**config.mk**
```make
export PLATFORM = sky130hd
export DESIGN_NAME = packet_filler
export DESIGN_NICKNAME = d
export VERILOG_FILES = /design/src/rtl/pkt_pkg.sv /design/src/rtl/packet_filler.sv
export SDC_FILE = /design/constraint.sdc
export NUM_CORES = 1
export LEC_CHECK = 0
export BUFFER_PORTS_ARGS = -buffer_cell sky130_fd_sc_hd__buf_2
export CELL_PAD_IN_SITES_DETAIL_PLACEMENT = 1
export CELL_PAD_IN_SITES_GLOBAL_PLACEMENT = 2
export CORE_MARGIN = 5
export CORE_UTILIZATION = 30
export DETAILED_ROUTE_END_ITERATION = 6
export PLACE_DENSITY_LB_ADDON = 0.1
export SLEW_MARGIN = 30
export SYNTH_ARGS = -nofsm -noshare
export SYNTH_HDL_FRONTEND = slang
export SYNTH_SLANG_ARGS = --single-unit
```
**constraint.sdc**
```tcl
create_clock -name clk -period 2.3 [get_ports clk]
set_clock_uncertainty 0.2 [all_clocks]
set_input_delay 0.115 -clock clk [delete_from_list [all_inputs] [get_ports clk]]
set_output_delay 0.115 -clock clk [all_outputs]
set_load 0.005 [all_outputs]
```
**src/rtl/pkt_pkg.sv**
```systemverilog
// Shared types and constants for the packet filler.
//   state_t         : filler FSM states
//   WORD_W          : stream word width in bits
//   BYTES_PER_WORD  : bytes carried by one stream word
//   words_to_bytes  : converts a word count to a byte count
package pkt_pkg;

    typedef enum logic [1:0] {
        IDLE,
        FILL,
        FLUSH,
        DONE
    } state_t;

    localparam int WORD_W         = 32;
    localparam int BYTES_PER_WORD = 4;

    function automatic logic [31:0] words_to_bytes(input logic [31:0] words);
        return words * BYTES_PER_WORD;
    endfunction

endpackage

```
**src/rtl/packet_filler.sv**
```systemverilog
// Packet filler: takes a 32-bit stream packet and writes it to the dual-word
// packet RAM as 64-bit pairs (first word in the upper half, even address).
// Arms on buf_grant, reports length and truncation on the done/done_ack handshake.
//
// Ports:
//   clk, rst_n                 clock, async active-low reset
//   s_tdata/s_tvalid/s_tready/s_tlast   32-bit input stream
//   buf_grant                  a RAM buffer is free to fill (level)
//   wr_addr/wr_data/wr_en      RAM write port (pair address, pair data, strobe)
//   len_rst                    one-cycle pulse clearing the RAM length tracker
//   done/done_ack              packet complete / consumer took the buffer
//   byte_len, truncated        packet length in bytes, overflow flag (valid with done)
//
// state | meaning
// IDLE  | waiting for buf_grant, stream stalled
// FILL  | accepting beats, pairing words into RAM writes
// FLUSH | writing the final unpaired word padded with zero
// DONE  | length reported, waiting for done_ack
module packet_filler
    import pkt_pkg::*;
#(
    parameter int ADDR_WIDTH = 10,
    parameter int DATA_WIDTH = 64
) (
    input  logic                  clk,
    input  logic                  rst_n,
    input  logic [WORD_W-1:0]     s_tdata,
    input  logic                  s_tvalid,
    output logic                  s_tready,
    input  logic                  s_tlast,
    input  logic                  buf_grant,
    output logic [ADDR_WIDTH-1:0] wr_addr,
    output logic [DATA_WIDTH-1:0] wr_data,
    output logic                  wr_en,
    output logic                  len_rst,
    output logic                  done,
    input  logic                  done_ack,
    output logic [31:0]           byte_len,
    output logic                  truncated
);

    generate
        if (DATA_WIDTH != 2 * WORD_W) begin : g_bad_width
            $error("packet_filler: DATA_WIDTH must be twice the stream word width");
        end
    endgenerate

    localparam logic [ADDR_WIDTH:0]   DEPTH_CNT = {1'b1, {ADDR_WIDTH{1'b0}}};
    localparam logic [ADDR_WIDTH:0]   CNT_ONE   = {{ADDR_WIDTH{1'b0}}, 1'b1};
    localparam logic [ADDR_WIDTH-1:0] LAST_BASE = {{(ADDR_WIDTH-1){1'b1}}, 1'b0};
    localparam logic [ADDR_WIDTH-1:0] BASE_STEP = {{(ADDR_WIDTH-2){1'b0}}, 2'b10};

    state_t                state;
    logic [WORD_W-1:0]     hold_reg;
    logic                  hold_full;
    logic [ADDR_WIDTH:0]   word_cnt;
    logic [ADDR_WIDTH-1:0] base;

    logic                  beat;
    logic                  room;
    logic [ADDR_WIDTH:0]   cnt_next;
    logic                  hold_after;

    // s_tready is a registered copy of "in FILL", so the beat term is safe to use here
    assign beat       = s_tvalid & s_tready;
    assign room       = (word_cnt < DEPTH_CNT);
    assign cnt_next   = room ? word_cnt + CNT_ONE : word_cnt;
    // Whether a word is left unpaired once the current beat is absorbed
    assign hold_after = room ? ~hold_full : hold_full;

    always_ff @(posedge clk or negedge rst_n) begin
        if (!rst_n) begin
            state     <= IDLE;
            hold_reg  <= '0;
            hold_full <= 1'b0;
            word_cnt  <= '0;
            base      <= '0;
            s_tready  <= 1'b0;
            wr_addr   <= '0;
            wr_data   <= '0;
            wr_en     <= 1'b0;
            len_rst   <= 1'b0;
            done      <= 1'b0;
            byte_len  <= '0;
            truncated <= 1'b0;
        end else begin
            wr_en   <= 1'b0;
            len_rst <= 1'b0;
            case (state)
                IDLE: begin
                    if (buf_grant) begin
                        len_rst   <= 1'b1;
                        word_cnt  <= '0;
                        base      <= '0;
                        hold_full <= 1'b0;
                        truncated <= 1'b0;
                        s_tready  <= 1'b1;
                        state     <= FILL;
                    end
                end
                FILL: begin
                    if (beat) begin
                        if (room) begin
                            if (!hold_full) begin
                                hold_reg  <= s_tdata;
                                hold_full <= 1'b1;
                            end else begin
                                wr_en     <= 1'b1;
                                wr_addr   <= base;
                                wr_data   <= {hold_reg, s_tdata};
                                hold_full <= 1'b0;
                                // base parks on the last pair instead of wrapping
                                if (base != LAST_BASE) begin
                                    base <= base + BASE_STEP;
                                end
                            end
                        end else begin
                            truncated <= 1'b1;
                        end
                        word_cnt <= cnt_next;
                        if (s_tlast) begin
                            s_tready <= 1'b0;
                            if (hold_after) begin
                                state <= FLUSH;
                            end else begin
                                done     <= 1'b1;
                                byte_len <= words_to_bytes(32'(cnt_next));
                                state    <= DONE;
                            end
                        end
                    end
                end
                FLUSH: begin
                    wr_en     <= 1'b1;
                    wr_addr   <= base;
                    wr_data   <= {hold_reg, {WORD_W{1'b0}}};
                    hold_full <= 1'b0;
                    done      <= 1'b1;
                    byte_len  <= words_to_bytes(32'(word_cnt));
                    state     <= DONE;
                end
                DONE: begin
                    if (done_ack) begin
                        done  <= 1'b0;
                        state <= IDLE;
                    end
                end
                default: state <= IDLE;
            endcase
        end
    end

endmodule

```
* Word level (Yosys, flattened, before mapping)
Index checks and enable logic that the tools add are counted.
** Word-level totals
- Register bits after elaboration :: 167
- Latch bits :: 0
- RAM bits :: 0
- ROM bits :: 0
- Input bits :: 38
- Output and inout bits :: 111
- Memories kept :: 0
** Operators by class
- Add/subtract/negate cells :: 2
- $mul :: 0
- Divide/modulo/power cells :: 0
- Order comparisons :: 1
- Equal/unequal tests :: 13
- Shift-type cells :: 0
- Muxes and demuxes :: 52
- Bitwise logic cells :: 2
- Reduce and logical (&&, ||, !) cells :: 15
** Operators with widths (count)
- 64-bit two-way mux :: 3
- 64-bit one-hot mux with 2 select lines :: 1
- 32-bit two-way mux :: 3
- 10-bit two-way mux :: 8
- 32-bit one-hot mux with 2 select lines :: 1
- 10-bit one-hot mux with 2 select lines :: 2
- 11-bit two-way mux :: 3
- 4-bit AND reduction :: 7
- 11-bit one-hot mux with 2 select lines :: 1
- 1-bit two-way mux :: 20
- 2-bit inequality test, second input constant :: 9
- 11-bit by 1-bit adder with 11-bit output, second input constant :: 1
- 11-bit less-than comparator, second input constant :: 1
- 10-bit by 2-bit adder with 10-bit output, second input constant :: 1
- 10-bit inequality test, second input constant :: 1
- 2-bit two-way mux :: 4
- 2-bit one-hot mux with 4 select lines :: 1
- 1-bit one-hot mux with 2 select lines :: 3
- 1-bit one-hot mux with 3 select lines :: 2
- 6-bit AND reduction :: 1
- 3-bit nonzero test :: 2
- 5-bit AND reduction :: 1
- 2-bit equality test, second input constant :: 2
- 2-bit nonzero test :: 2
- 5 further kinds :: 5

* Depth between registers and ports, before layout
- Depth in word-level cells :: 6
- Depth in mapped cells :: 9

* Worst setup path before layout
OpenSTA, ideal clock, no wires.
- Path type :: reg-to-reg
- From :: reg state[1]
- To :: reg hold_reg[0]
- Setup time :: 0.125 ns
- Arrival time :: 1.827 ns
- Required time :: 1.975 ns
- Setup slack :: 0.148 ns
- Stages on the path, launching flop included :: 8
- Path buffers :: 2
- Clock period less this slack :: 2.152 ns
- Cells stage by stage :: dfrtp_1 inv_1 ha_1 buf_2 nand2b_1 nor3_1 buf_2 mux2_2
** On the way
- Word-level cells in the longest chain between the ends :: 2
** RTL lines
- from (decl) :: RTL line packet_filler.sv:53 : state_t state;
- from (signal assigned) :: RTL line packet_filler.sv:73 : state <= IDLE;
- from (signal assigned) :: RTL line packet_filler.sv:98 : state <= FILL;
- from (signal assigned) :: RTL line packet_filler.sv:124 : state <= FLUSH;
- 2-bit by 1-bit equality test with 1-bit output :: RTL line packet_filler.sv:89 : case (state)
- 4-bit AND reduction (no line)
- to (signal assigned) :: RTL line packet_filler.sv:105 : hold_reg <= s_tdata;
- to (decl) :: RTL line packet_filler.sv:54 : logic [WORD_W-1:0] hold_reg;
No other way between the ends.
A chain may end at the register's enable or synchronous reset.

* Worst setup path after layout
- From :: reg state[0]
- To :: reg base[5]
** On the way
- Word-level cells in the longest chain between the ends :: 3
- Elaborated cells between the ends (all ways) :: 10
** RTL lines
- 2-bit by 1-bit equality test with 1-bit output / 2-bit logical NOT (equally long branches) :: RTL line packet_filler.sv:89
- 2-bit inequality test (no line) / 2-bit nonzero test (equally long branches)
- 6-bit AND reduction (no line)
- to (signal assigned) :: RTL line packet_filler.sv:114 : base <= base + BASE_STEP;
- to (decl) :: RTL line packet_filler.sv:57 : logic [ADDR_WIDTH-1:0] base;
Several ways; a longest one is shown, not always the timed one.

==> results.tsv <==
stage	metric	value	unit
worst_setup_path	worst setup path start	state[0]	
clocking	H-tree Lvls	4	
clocking	CTS Root Cell	clkbuf_16	
die	Core Box Area	0.0212	mm²
drt	DRT Pass-1 Iters	6	
sta	Max Fclk	0.460	GHz
die	Initial Utilization	0.306	
sta	final hold viol count	0	
layout	max reg flops	64	
global_route	first-pass GRT wire length	30.2	mm
clocking	clock buffer depth	2	
synthesis	XOR/XNOR Fraction of Synth Area	0.0122	
layout	Area Overhead vs Synth	30.4	%
synthesis	cells after synthesis	650	
sta	Worst Tran Pin Value	0.500	ns
layout	layout cells sized above 1	0.275	
power	Peak VDD IR	0.000474	V
synthesis	main combinational cell family by area after synthesis	simple AND/OR/NAND/NOR gates	
drt	wire per inst	16.5	µm
global_route	largest net degree at the start of global routing	73	
layout	n_diodes	0	
worst_setup_path	reg2reg end	base[5]	
sta	Max-Slew Margin vs Limit	0.658	
place	IO Port Bufs	126	
synthesis	adder-cell share of the synthesized area	0.0154	
power	PwrDens	641	mW/mm²
drt	DRT iter0 DRCs	233	
place	Final HPWL DP	12.6	mm
synthesis	Most used DFF post-synth	dfrtp_1	
global_route	GRT Util Overall	0.154	
flow_run	max-cap check violation count	0	
power	overall power	0.00541	W
clocking	Clock Pin Slew Worst Setup and Hold Paths	0.07	ns
drt	WL met2	9.30	mm
clocking	total clock sinks	144	
synthesis	FF+latch count, synth	144	
synthesis	top cell type's share of synthesized area	0.556	
worst_setup_path	CP Launch Type	flop	
clocking	CTS tree	done	
synthesis	sequential share of the synthesized area	0.556	
die	die area	0.0246	mm²
drt	WL met1	8.05	mm
worst_setup_path	Critical Path End Type	flop	
sta	post-route minimum period	2.17	ns
synthesis	dominant cell type by area after synthesis	dfrtp_1	
drt	DR vias/cell	4.72	
worst_setup_path	FF-to-FF Start	state[0]	
place	dpl cells	1041	
worst_setup_path	kind of critical path	reg -> reg	
status	status	complete, no violations	
power	static leakage	4.34	nW
synthesis	Synth area leaders	dfrtp_1 (56%), nand2_1 (13%), mux2_2 (5.7%), nand3b_1 (3.9%), buf_4 (2.5%)	
sta	setup ws final	0.128	ns
worst_setup_path	Crit path required time	2.45	ns
synthesis	Mapped Avg Cell Area	9.97	µm²
synthesis	Synth Area in Simple Gates	0.221	
layout	final std cells w/o fill	1110	
sta	final cycle utilization of the critical path	0.944	
layout	Final Instance Area	0.00845	mm²
worst_setup_path	critical path peak fanout	6	
worst_setup_path	R2R setup slack	0.13	ns
place	gpl congestion	0.846	
worst_setup_path	FF-to-FF path depth	6	
layout	# nets final	868	
sta	Final Setup Violations	0	
worst_setup_path	crit path to	base[5]	
synthesis	Synth Area in Compound Gates	0.0726	
sta	Setup TNS	0	ns
global_route	initial antenna violation count	0	
synthesis	Post-synth EDFFs	0	
die	die height	157	µm
drt	Vias	5242	
global_route	global route overflow	0	
drt	DRC viols	0	
drt	Met3 Wirelength	736	µm
die	Rows	53	
synthesis	synth unique cells	51	
drt	remaining antenna violation count	0	
synthesis	Yosys Warn Count	0	
die	chip width	157	µm
layout	fill count	2437	
global_route	vias in the first global route	5730	
die	io pins	149	
drt	Post-Route WL	18.3	mm
synthesis	mapped cell area	0.00648	mm²
synthesis	FFs w/ async S/R, synth	1.00	
place	pre-CTS setup slack	0.0220	ns
sta	fin. max-slew vios	0	
synthesis	mux cell area share after synthesis	0.0666	
worst_setup_path	Arr. time, crit path	2.32	ns
place	placed cell areas	0.00749	mm²
hold_path	Hold Path Class	in -> async	
drt	Highest Signal Layer	met4	
clocking	Skew-Pair Late Insertion Delay	0.42	ns
clocking	TritonCTS Buffers	17	
## logic make-up after synthesis
| group | count (synthesis) |
|---|---|
| adders and majority gates | 8 |
| AOI/OAI and AO/OA | 69 |
| xor gates and xnor gates | 9 |
| DFF | 144 |
| and+or+nand+nor | 314 |
| buffers and inverters | 66 |
| muxes | 39 |
| other | 1 |
## layer usage
| layer | global-route usage | up-vias |
|---|---|---|
| li1 | - | 2492 |
| met1 | 0.196 | 2626 |
| met2 | 0.267 | 110 |
| met3 | 0.0330 | 14 |
| met4 | 0.0417 | 0 |
| met5 | 0 | - |
## layout by cell type, fill, tap and decap left out, types with 4 or more instances in the layout
master / n
a21oi_1: 6
a31oi_1: 8
buf_12: 5
buf_2: 125
buf_4: 23
clkbuf_16: 17
clkinvlp_4: 5
conb_1: 22
dfrtp_1: 144
dlygate4sd3_1: 37
ha_1: 7
inv_1: 6
inv_6: 4
mux2_2: 33
mux2i_1: 6
nand2_1: 219
nand2b_1: 5
nand3_1: 12
nand3b_1: 34
nand4_1: 5
nor2_1: 8
nor3_1: 8
nor4_1: 4
o21ai_0: 22
o31ai_1: 4
xnor2_1: 5
xor2_1: 4
## through the flow
step	utilization	hold slack [ns]
4_1_cts	0.398	0.0117
6_report	0.399	0.000460
3_5_place_dp	0.354	-0.0905
5_1_grt	0.399	0.0301
3_3_place_gp	0.354	-0.0977
2_1_floorplan	-	-0.381
## cell usage after synthesis (2+ instances only)
master / n
a211o_1: 3
a211oi_1: 3
a21o_1: 2
a21oi_1: 6
a22o_1: 3
a311oi_1: 2
a31oi_1: 8
a41oi_1: 3
and3_1: 3
buf_2: 23
buf_4: 22
clkbuf_1: 14
dfrtp_1: 144
ha_1: 8
inv_1: 6
mux2_2: 33
mux2i_1: 6
nand2_1: 219
nand2b_1: 5
nand3_1: 13
nand3b_1: 34
nand4_1: 5
nand4b_1: 2
nor2_1: 8
nor2b_1: 4
nor3_1: 9
nor4_1: 4
o211ai_1: 2
o21a_1: 2
o21ai_0: 22
o31ai_1: 4
or4_1: 2
xnor2_1: 5
xor2_1: 4
## where the power goes
group | switching (W) | internal (W)
registers | 0.0000148 | 0.00256
clock network | 0.00120 | 0.00142
logic | 0.000124 | 0.0000998
## how the worst min path moves through the flow
stage	start	end
2_1_floorplan	rst_n	base[1]
5_1_grt	rst_n	wr_data[13]
3_3_place_gp	rst_n	wr_data[50]
6_report	rst_n	wr_data[13]
4_1_cts	rst_n	wr_data[13]
3_5_place_dp	rst_n	wr_data[13]
## cell type report
cell class | count | area [µm²] | share of cell area
Sequential cell | 144 | 3600 | 0.427
Multi-Input combinational cell | 461 | 2630 | 0.312
Timing Repair Buffer | 192 | 1290 | 0.153
Clock buffer | 18 | 429 | 0.0508
Tap cell | 275 | 344 | 0.0407
Clock inverter | 14 | 124 | 0.0147
Inverter | 6 | 22.5 | 0.00267
## worst max-delay path, stage by stage, from the launching register on
cell     delay, ns
dfrtp_1       0.42
inv_1         0.14
ha_1          0.30
mux2i_1       0.13
or2_1         0.28
or4_1         0.54
nand3_1       0.10
## repair_timing
item | in CTS | in global routing
endpoints found under the hold margin | 214 | 0
setup buffers | 0 | 0
gates resized for setup | 0 | 6
hold buffers | 37 | 0
endpoints found under the setup margin | 0 | 132
(Power assumes the default switching activity.)
